**src/rtl/mem_port_arbiter.sv**
```systemverilog
// Single-port memory arbiter between instruction fetch and data access, with a
// HALT/RUN/DRAIN run-control FSM and a fairness limit on back-to-back data grants.
module mem_port_arbiter #(
   parameter int FAIR_LIMIT = 4
) (
   input  logic        clock,
   input  logic        reset,
   input  logic        exec,
   input  logic        halt_req,
   input  logic        if_req,
   input  logic [11:0] if_addr,
   output logic        if_gnt,
   output logic        if_rvalid,
   output logic [15:0] if_rdata,
   input  logic        d_req,
   input  logic        d_we,
   input  logic [11:0] d_addr,
   input  logic [15:0] d_wdata,
   output logic        d_gnt,
   output logic        d_rvalid,
   output logic [15:0] d_rdata,
   output logic [11:0] m_addr,
   output logic [15:0] m_data,
   output logic        m_rw,
   input  logic [15:0] m_q,
   output logic        run,
   output logic        stall
);

   localparam int CW = $clog2(FAIR_LIMIT + 1);

   typedef enum logic [1:0] {HALT, RUN, DRAIN} state_t;

   state_t          r_state;
   state_t          w_nextState;
   logic [CW-1:0]   r_fairCnt;
   logic [CW-1:0]   w_fairNext;
   logic            r_tagIf;
   logic            r_tagD;
   logic            w_fairHit;
   logic            w_run;

   assign w_run     = (r_state == RUN);
   assign w_fairHit = (r_fairCnt == CW'(FAIR_LIMIT));

   // State register; reset parks the processor in HALT until exec arrives.
   always_ff @(posedge clock or posedge reset) begin
      if (reset) begin
         r_state <= HALT;
      end else begin
         r_state <= w_nextState;
      end
   end

   // DRAIN is a fixed one-cycle landing slot for a read granted in the last RUN cycle.
   always_comb begin
      w_nextState = r_state;
      case (r_state)
         HALT:    if (exec) w_nextState = RUN;
         RUN:     if (exec || halt_req) w_nextState = DRAIN;
         DRAIN:   w_nextState = HALT;
         default: w_nextState = HALT;
      endcase
   end

   // Data normally wins; the fetch takes over once data has starved it FAIR_LIMIT times.
   always_comb begin
      if_gnt = 1'b0;
      d_gnt  = 1'b0;
      m_addr = '0;
      m_data = '0;
      m_rw   = 1'b0;
      if (w_run) begin
         if (if_req && (!d_req || w_fairHit)) begin
            if_gnt = 1'b1;
            m_addr = if_addr;
         end else if (d_req) begin
            d_gnt  = 1'b1;
            m_addr = d_addr;
            m_data = d_wdata;
            m_rw   = d_we;
         end
      end
   end

   // A streak only continues while data is granted over a waiting fetch.
   always_comb begin
      w_fairNext = '0;
      if (d_gnt && if_req) begin
         w_fairNext = w_fairHit ? r_fairCnt : r_fairCnt + CW'(1);
      end
   end

   // Fairness counter and read tags; the tags mark which requester owns m_q next cycle.
   always_ff @(posedge clock or posedge reset) begin
      if (reset) begin
         r_fairCnt <= '0;
         r_tagIf   <= 1'b0;
         r_tagD    <= 1'b0;
      end else begin
         r_fairCnt <= w_fairNext;
         r_tagIf   <= if_gnt;
         r_tagD    <= d_gnt && !d_we;
      end
   end

   assign if_rvalid = r_tagIf;
   assign d_rvalid  = r_tagD;
   assign if_rdata  = r_tagIf ? m_q : 16'h0000;
   assign d_rdata   = r_tagD  ? m_q : 16'h0000;
   assign run       = w_run;
   assign stall     = w_run ? (if_req && !if_gnt) : 1'b1;

endmodule

```
**config.mk**
```make
export PLATFORM = sky130hd
export DESIGN_NAME = mem_port_arbiter
export DESIGN_NICKNAME = d
export VERILOG_FILES = /design/src/rtl/mem_port_arbiter.sv
export SDC_FILE = /design/constraint.sdc
export NUM_CORES = 1
export LEC_CHECK = 0
export ABC_CLOCK_PERIOD_IN_PS = 2100
export BUFFER_PORTS_ARGS = -buffer_cell sky130_fd_sc_hd__buf_2
export CAP_MARGIN = 20
export CORE_ASPECT_RATIO = 1.5
export CORE_MARGIN = 2
export CORE_UTILIZATION = 28
export CTS_CLUSTER_DIAMETER = 80
export DETAILED_ROUTE_END_ITERATION = 6
export GPL_ROUTABILITY_DRIVEN = 0
export HOLD_SLACK_MARGIN = 0.12
export PLACE_DENSITY = 0.8
export SYNTH_ARGS = -nofsm -noshare
export SYNTH_HDL_FRONTEND = slang
export SYNTH_SLANG_ARGS = --single-unit
```
**constraint.sdc**
```tcl
create_clock -name clock -period 2.1 [get_ports clock]
set_clock_uncertainty 0.1 [all_clocks]
set_input_delay 0.42 -clock clock [delete_from_list [all_inputs] [get_ports clock]]
set_output_delay 0.42 -clock clock [all_outputs]
set_load 0.02 [all_outputs]
```
==> results of run 1 <==
[per-stage QoR]
stage | std cells | area, µm²
after floorplan | 97 | 801
after global placement | 257 | 1440
after detailed placement | 257 | 1440
after CTS | 268 | 1550
after global routing | 270 | 1610
final | 270 | 1610
[cell families after synthesis]
logic type,after synthesis,synth area share
multiplexers,1,0.0125
XOR/XNOR,1,0.0109
AND/OR/NAND/NOR,63,0.492
adder cells (fa/ha/maj),2,0.0312
buffers and inverters,10,0.0891
flip-flops,7,0.219
AO/OA/AOI/OAI,13,0.145
[cell type report]
cell class              count  area [µm²]
clock buffers               4        45.0
fillers                   275        1090
inverters                   4        15.0
multi-input cells          83         594
flip-flops and latches      7         175
well taps                  37        46.3
repair buffers            135         737
[placed cells by master, fill, tap and decap left out, drive strengths merged]
cell type    count
inv              4
clkbuf           4
nand2            2
and2b            1
a21boi           1
ha               2
buf            134
xnor2            1
nor2b            2
dlygate4sd3      1
and3b            2
and3             3
nand3            2
nor2             5
and2            49
mux2i            1
dfrtp            7
a22o            12
[flip-flops by register name, summed over array words and instances, names as in the netlist]
register and cells:
d_rvalid 1, if_rvalid 1, r_fairCnt 3, r_state 2
[critical path, stage by stage (launching register included)]
cell and delay, ns:
dfrtp_1 0.35, inv_1 0.05, ha_2 0.18, a21boi_2 0.17
and3b_2 0.28, a22o_1 0.18, buf_2 0.15
[power groups by stage]
stage / registers, mW / logic [mW] / clock network (mW)
after floorplan: 0.158 / 0.212 / 0
after global placement: 0.161 / 0.332 / 0
after detailed placement: 0.162 / 0.335 / 0
after CTS: 0.159 / 0.352 / 0.189
after global routing: 0.161 / 0.404 / 0.201
final: 0.159 / 0.375 / 0.185
[worst max-delay path by stage]
stage | from | end | slack, ns | cells past startpoint
after detailed placement | r_fairCnt[0] | m_addr[7] | 0.14 | 6
final | r_fairCnt[1] | m_addr[6] | -0.02 | 6
after CTS | r_fairCnt[1] | m_addr[7] | -0.01 | 6
after floorplan | r_fairCnt[0] | m_addr[0] | 0.21 | 6
after global placement | r_fairCnt[0] | m_addr[0] | 0.18 | 6
after global routing | r_fairCnt[1] | m_addr[0] | -0.09 | 6
[what timing repair did]
| item | CTS | global route |
|---|---|---|
| pin swaps | 2 | 5 |
| gates cloned | 2 | 1 |
| buffers inserted | 4 | 1 |
| setup endpoints to repair | 29 | 29 |
| hold buffers | 1 | 0 |
| hold endpoints to repair | 7 | 0 |
| resized for setup | 4 | 15 |
[layer usage]
metal | vias up | wire length (µm)
li1 | 589 | -
met1 | 519 | 984
met2 | 96 | 1890
met3 | 4 | 503
met4 | 0 | 67
met5 | - | 0
==> impl_metrics.csv, run 1 <==
group,metric,value,unit
clocking,worstSkewPairLatency,0.22,ns
logic_synthesis,synthArstFlopShare,1.00,
logic_synthesis,syn_avg_cell_area,8.26,µm²
floorplanning,ios,130,
layout,layout.nets,299,
drt,wirelength,3440,µm
layout,final_util,0.596,
logic_synthesis,synth_commonest_cells,"and2_1, a22o_1, dfrtp_1",
drt,first_pass_iters,3,
clocking,cts_made_buffers,3,
critical_path,critPathArrivalTime,1.60,ns
logic_synthesis,synth_seq_cells,7,
clocking,cts_max_level,1,
global_route,use_met3,0.0573,
place,place_ws,0.142,ns
logic_synthesis,yosys_warnings,0,
power,p_switching,0.270,mW
sta,max_freq,472,MHz
logic_synthesis,syn_area,801,µm²
logic_synthesis,synth_ff_type,"dfrtp_1",
floorplanning,fp.dieArea,3310,µm²
power,power.share.sequential,0.221,
critical_path,path_max_fanout,7,
floorplanning,rows,23,
drt,routedWlPerCell,12.8,µm
critical_path,rr_endpoint,"if_rvalid",
flow_run,cap_viol_max_count,0,
global_route,grt_pass1_vias,1129,
sta,drv_slew,0,
power,p_int,0.448,mW
logic_synthesis,synth.distinct_cells,19,
layout,drive_gt1_frac,0.627,
global_route,grt_pass1_wl,4820,µm
floorplanning,core_area,2710,µm²
global_route,use_met1,0.154,
sta,setup_viol,8,
logic_synthesis,synth_area_leader_cell,"and2_1",
drt,drc,0,
worst_hold_path,min_to,"r_state[1]",
clocking,clkSinkCount,7,
critical_path,critPathLaunchType,"flop",
run_status,violations,"negative setup slack",
power,power.leakage,1.03,nW
critical_path,reg2regPathDepth,5,
drt,drt_iter0_markers,10,
drt,num_vias,1208,
power,powerDensity,446,nW/µm²
global_route,grt_max_degree,18,
sta,slew_headroom,0.760,
logic_synthesis,yosys.cell_count.top_type,"and2_1",
critical_path,required,1.58,ns
critical_path,path_class,"flop to primary output",
run_status,status,"finished with violations",
worst_hold_path,hp-class,"input port to flop",
power,switching_share,0.376,
drt,drtAntennaViolNets,0,
layout,syn2layout_area_growth,101,%
sta,period_share,1.01,
worst_hold_path,min_from,"halt_req",
power,power,0.719,mW
clocking,path_clk_slew,0.04,ns
power,power_frac_comb,0.522,
sta,setup_ws,-0.0170,ns
sta,rsz0062_at_grt,"yes",
critical_path,r2r-start,"r_fairCnt[1]",
place,port_buffers,129,
logic_synthesis,synth_top_area_share,0.383,
drt,via_per_inst,4.47,
clocking,clockBufferDepth,2,
logic_synthesis,syn_inst,97,
floorplanning,fp.dieH,69.5,µm
layout,n_antenna_cell,0,
logic_synthesis,synth.area.top_cells,"and2_1, dfrtp_1, a22o_1",
logic_synthesis,yosysSeqAreaShare,0.219,
global_route,grt_busiest_layer,"met2",
logic_synthesis,syn_nets,162,
sta,setup_tns,-0.0758,ns
critical_path,cp-end-kind,"primary output",
sta,layout_min_cycle_time,2.12,ns
global_route,antenna_found_initial,0,
floorplanning,start_util,0.296,
power,vdd_drop_max,0.469,mV
power,pwr-share-clk,0.258,
worst_hold_path,whs_path_depth,3,
critical_path,r2r_slack,0.71,ns
logic_synthesis,synth-edff-count,0,
global_route,grt.total_usage,0.202,
sta,worst_slew_pin_slew,0.361,ns
floorplanning,die-width,47.7,µm
clocking,cts_root_buf,"clkbuf_8",
clocking,cts_tree,"built",
global_route,overflow,0,
global_route,use_met2,0.414,
sta,final_hold_viol_count,0,
sta,holdWs,0.363,ns
Note: power is estimated with default switching activity, not from simulation.
==> run 2: changes to the inputs <==
--- a/config.mk
+++ b/config.mk
@@ -5,17 +5,18 @@
 export SDC_FILE = /design/constraint.sdc
 export NUM_CORES = 1
 export LEC_CHECK = 0
+export ABC_AREA = 1
 export ABC_CLOCK_PERIOD_IN_PS = 2100
 export BUFFER_PORTS_ARGS = -buffer_cell sky130_fd_sc_hd__buf_2
 export CAP_MARGIN = 20
 export CORE_ASPECT_RATIO = 1.5
 export CORE_MARGIN = 2
-export CORE_UTILIZATION = 28
+export CORE_UTILIZATION = 34
 export CTS_CLUSTER_DIAMETER = 80
 export DETAILED_ROUTE_END_ITERATION = 6
 export GPL_ROUTABILITY_DRIVEN = 0
 export HOLD_SLACK_MARGIN = 0.12
-export PLACE_DENSITY = 0.8
+export PLACE_DENSITY = 0.82
 export SYNTH_ARGS = -nofsm -noshare
 export SYNTH_HDL_FRONTEND = slang
 export SYNTH_SLANG_ARGS = --single-unit
==> impl_metrics.csv, run 2 <==
group,metric,value,unit
sta,final_hold_viol_count,0,
logic_synthesis,synthAdderAreaFrac,0.0225,
logic_synthesis,synth_ff_type,"dfrtp_1",
layout,largest_registers,"r_fairCnt: 3 flops, r_state: 2 flops",
critical_path,cp-end-kind,"primary output",
logic_synthesis,synth_compound_area_frac,0,
layout,largest_reg_flops,3,
global_route,antenna_found_initial,0,
sta,layout_min_cycle_time,2.07,ns
logic_synthesis,synthMuxAreaShare,0,
sta,rsz0062_at_grt,"yes",
power,vdd_drop_max,0.374,mV
drt,wirelength,3690,µm
layout,layout.nets,402,
place,place_ws,0.155,ns
sta,setup_tns,0,ns
worst_hold_path,hp-class,"input port to flop",
logic_synthesis,yosys.cell_count.top_type,"inv_1",
logic_synthesis,synth-edff-count,0,
floorplanning,ios,130,
drt,via_per_inst,4.42,
logic_synthesis,synth_commonest_cells,"inv_1, nand2_1, nor2_1",
global_route,grt_pass1_vias,1362,
drt,drtAntennaViolNets,0,
sta,drv_slew,0,
logic_synthesis,synth.area.top_cells,"inv_1, nand2_1, dfrtp_1",
sta,setup_ws,0.0251,ns
logic_synthesis,synth_area_leader_cell,"inv_1",
clocking,clkSinkCount,7,
global_route,grt_max_degree,28,
global_route,grt_pass1_wl,5340,µm
drt,topRoutingLayerUsed,"met4",
global_route,overflow,0,
sta,max_freq,482,MHz
layout,syn2layout_area_growth,80.4,%
logic_synthesis,syn_inst,205,
floorplanning,fp.dieH,74.0,µm
logic_synthesis,synthXorXnorAreaFrac,0.00789,
clocking,clockBufferDepth,2,
layout,final_common_cell,"buf_2",
clocking,cts_tree,"built",
layout,fin_area,2000,µm²
sta,setup_viol,0,
logic_synthesis,yosys_warnings,0,
flow_run,cap_viol_max_count,0,
layout,top_register,"r_fairCnt",
place,dpl.hpwl,2840,µm
drt,wl_met1,1310,µm
layout,n_antenna_cell,0,
logic_synthesis,synth_seq_cells,7,
logic_synthesis,synth_top_area_share,0.223,
place,port_buffers,129,
sta,period_share,0.988,
floorplanning,core_area,3130,µm²
logic_synthesis,yosys.area_share.simple,0.523,
critical_path,critPathArrivalTime,1.55,ns
drt,drt_iter0_markers,32,
logic_synthesis,synth_top_family_by_area,"simple AND/OR/NAND/NOR gates",
logic_synthesis,synth.distinct_cells,16,
critical_path,critPathLaunchType,"flop",
drt,routedWlPerCell,9.82,µm
clocking,worstSkewPairLatency,0.23,ns
drt,met2_length,1870,µm
logic_synthesis,syn_avg_cell_area,5.41,µm²
clocking,path_clk_slew,0.04,ns
layout,drive_gt1_frac,0.473,
place,placed_cell_area,1780,µm²
layout,final_cell_mix,"buf_2, inv_1, nand2_1, nor2_1, nand3_1",
power,power,0.856,mW
sta,slew_headroom,0.676,
clocking,cts_made_buffers,3,
logic_synthesis,syn_area,1110,µm²
floorplanning,fp.dieArea,3750,µm²
drt,num_vias,1661,
sta,holdWs,0.269,ns
drt,routed-wl-met3,446,µm
floorplanning,die-width,50.7,µm
power,power.leakage,1.55,nW
logic_synthesis,synthArstFlopShare,1.00,
critical_path,required,1.58,ns
place,placed_cells,368,
global_route,grt.total_usage,0.182,
power,powerDensity,428,nW/µm²
clocking,cts_root_buf,"clkbuf_8",
sta,worst_slew_pin_slew,0.486,ns
layout,final_util,0.640,
drt,first_pass_iters,4,
drt,drc,0,
layout,stdcell_count,376,
critical_path,path_max_fanout,6,
floorplanning,rows,25,
floorplanning,start_util,0.355,
logic_synthesis,syn_nets,270,
logic_synthesis,yosysSeqAreaShare,0.158,
run_status,status,"finished, final reports clean",
critical_path,path_class,"flop to primary output",
clocking,cts_max_level,1,
run 2: path summary, 6_finish.rpt:
check,from,endpoint,slack (ns),depth (start not counted)
max in group asynchronous,reset,r_fairCnt[0],1.12,3
min,d_we,d_rvalid,0.27,2
max reg2reg,r_fairCnt[0],if_rvalid,0.75,7
min in group asynchronous,reset,d_rvalid,0.57,3
min reg2reg,r_fairCnt[0],r_fairCnt[0],0.44,2
max,r_fairCnt[0],m_addr[11],0.03,9
run 2: power by group:
part	switching [mW]	internal, mW	leakage (nW)	total [mW]
logic	0.305	0.192	1.43	0.497
registers	0.0198	0.148	0.0949	0.167
clock network	0.0601	0.131	0.0228	0.192
total	0.385	0.471	1.55	0.856
run 2: layout make-up:
cell class              count  area (µm²)
repair buffers            137         807
clock buffers               4        45.0
inverters                  68         255
flip-flops and latches      7         175
well taps                  40        50.0
multi-input cells         120         669
fillers                   283        1130
run 2: cells by family after synthesis:
logic type	after synthesis
xor gates and xnor gates	1
and+or+nand+nor	116
buffers and inverters	79
DFF	7
adders and majority gates	2
run 2: layer usage:
metal	global-route usage	up-vias
met4	0.105	0
met2	0.342	100
met5	0	-
met1	0.182	713
met3	0.0402	4
li1	-	844
run 2: worst max-delay path: stages, from the launching register on:
cell and delay [ns]:
dfrtp_1 0.35, inv_1 0.05, ha_1 0.19, nand2_2 0.11, nand2_4 0.09, nand2_8 0.11
clkbuf_16 0.16, nand3_1 0.06, nand2_1 0.09, buf_6 0.12
run 2: what timing repair did:
item / 4_1_cts / 5_1_grt
gates resized for setup: 17 / 17
hold endpoints to repair: 7 / 0
buffers inserted: 1 / 0
setup endpoints to repair: 30 / 21
hold buffers: 1 / 0
cloned: 1 / 1
pin swaps: 2 / 8
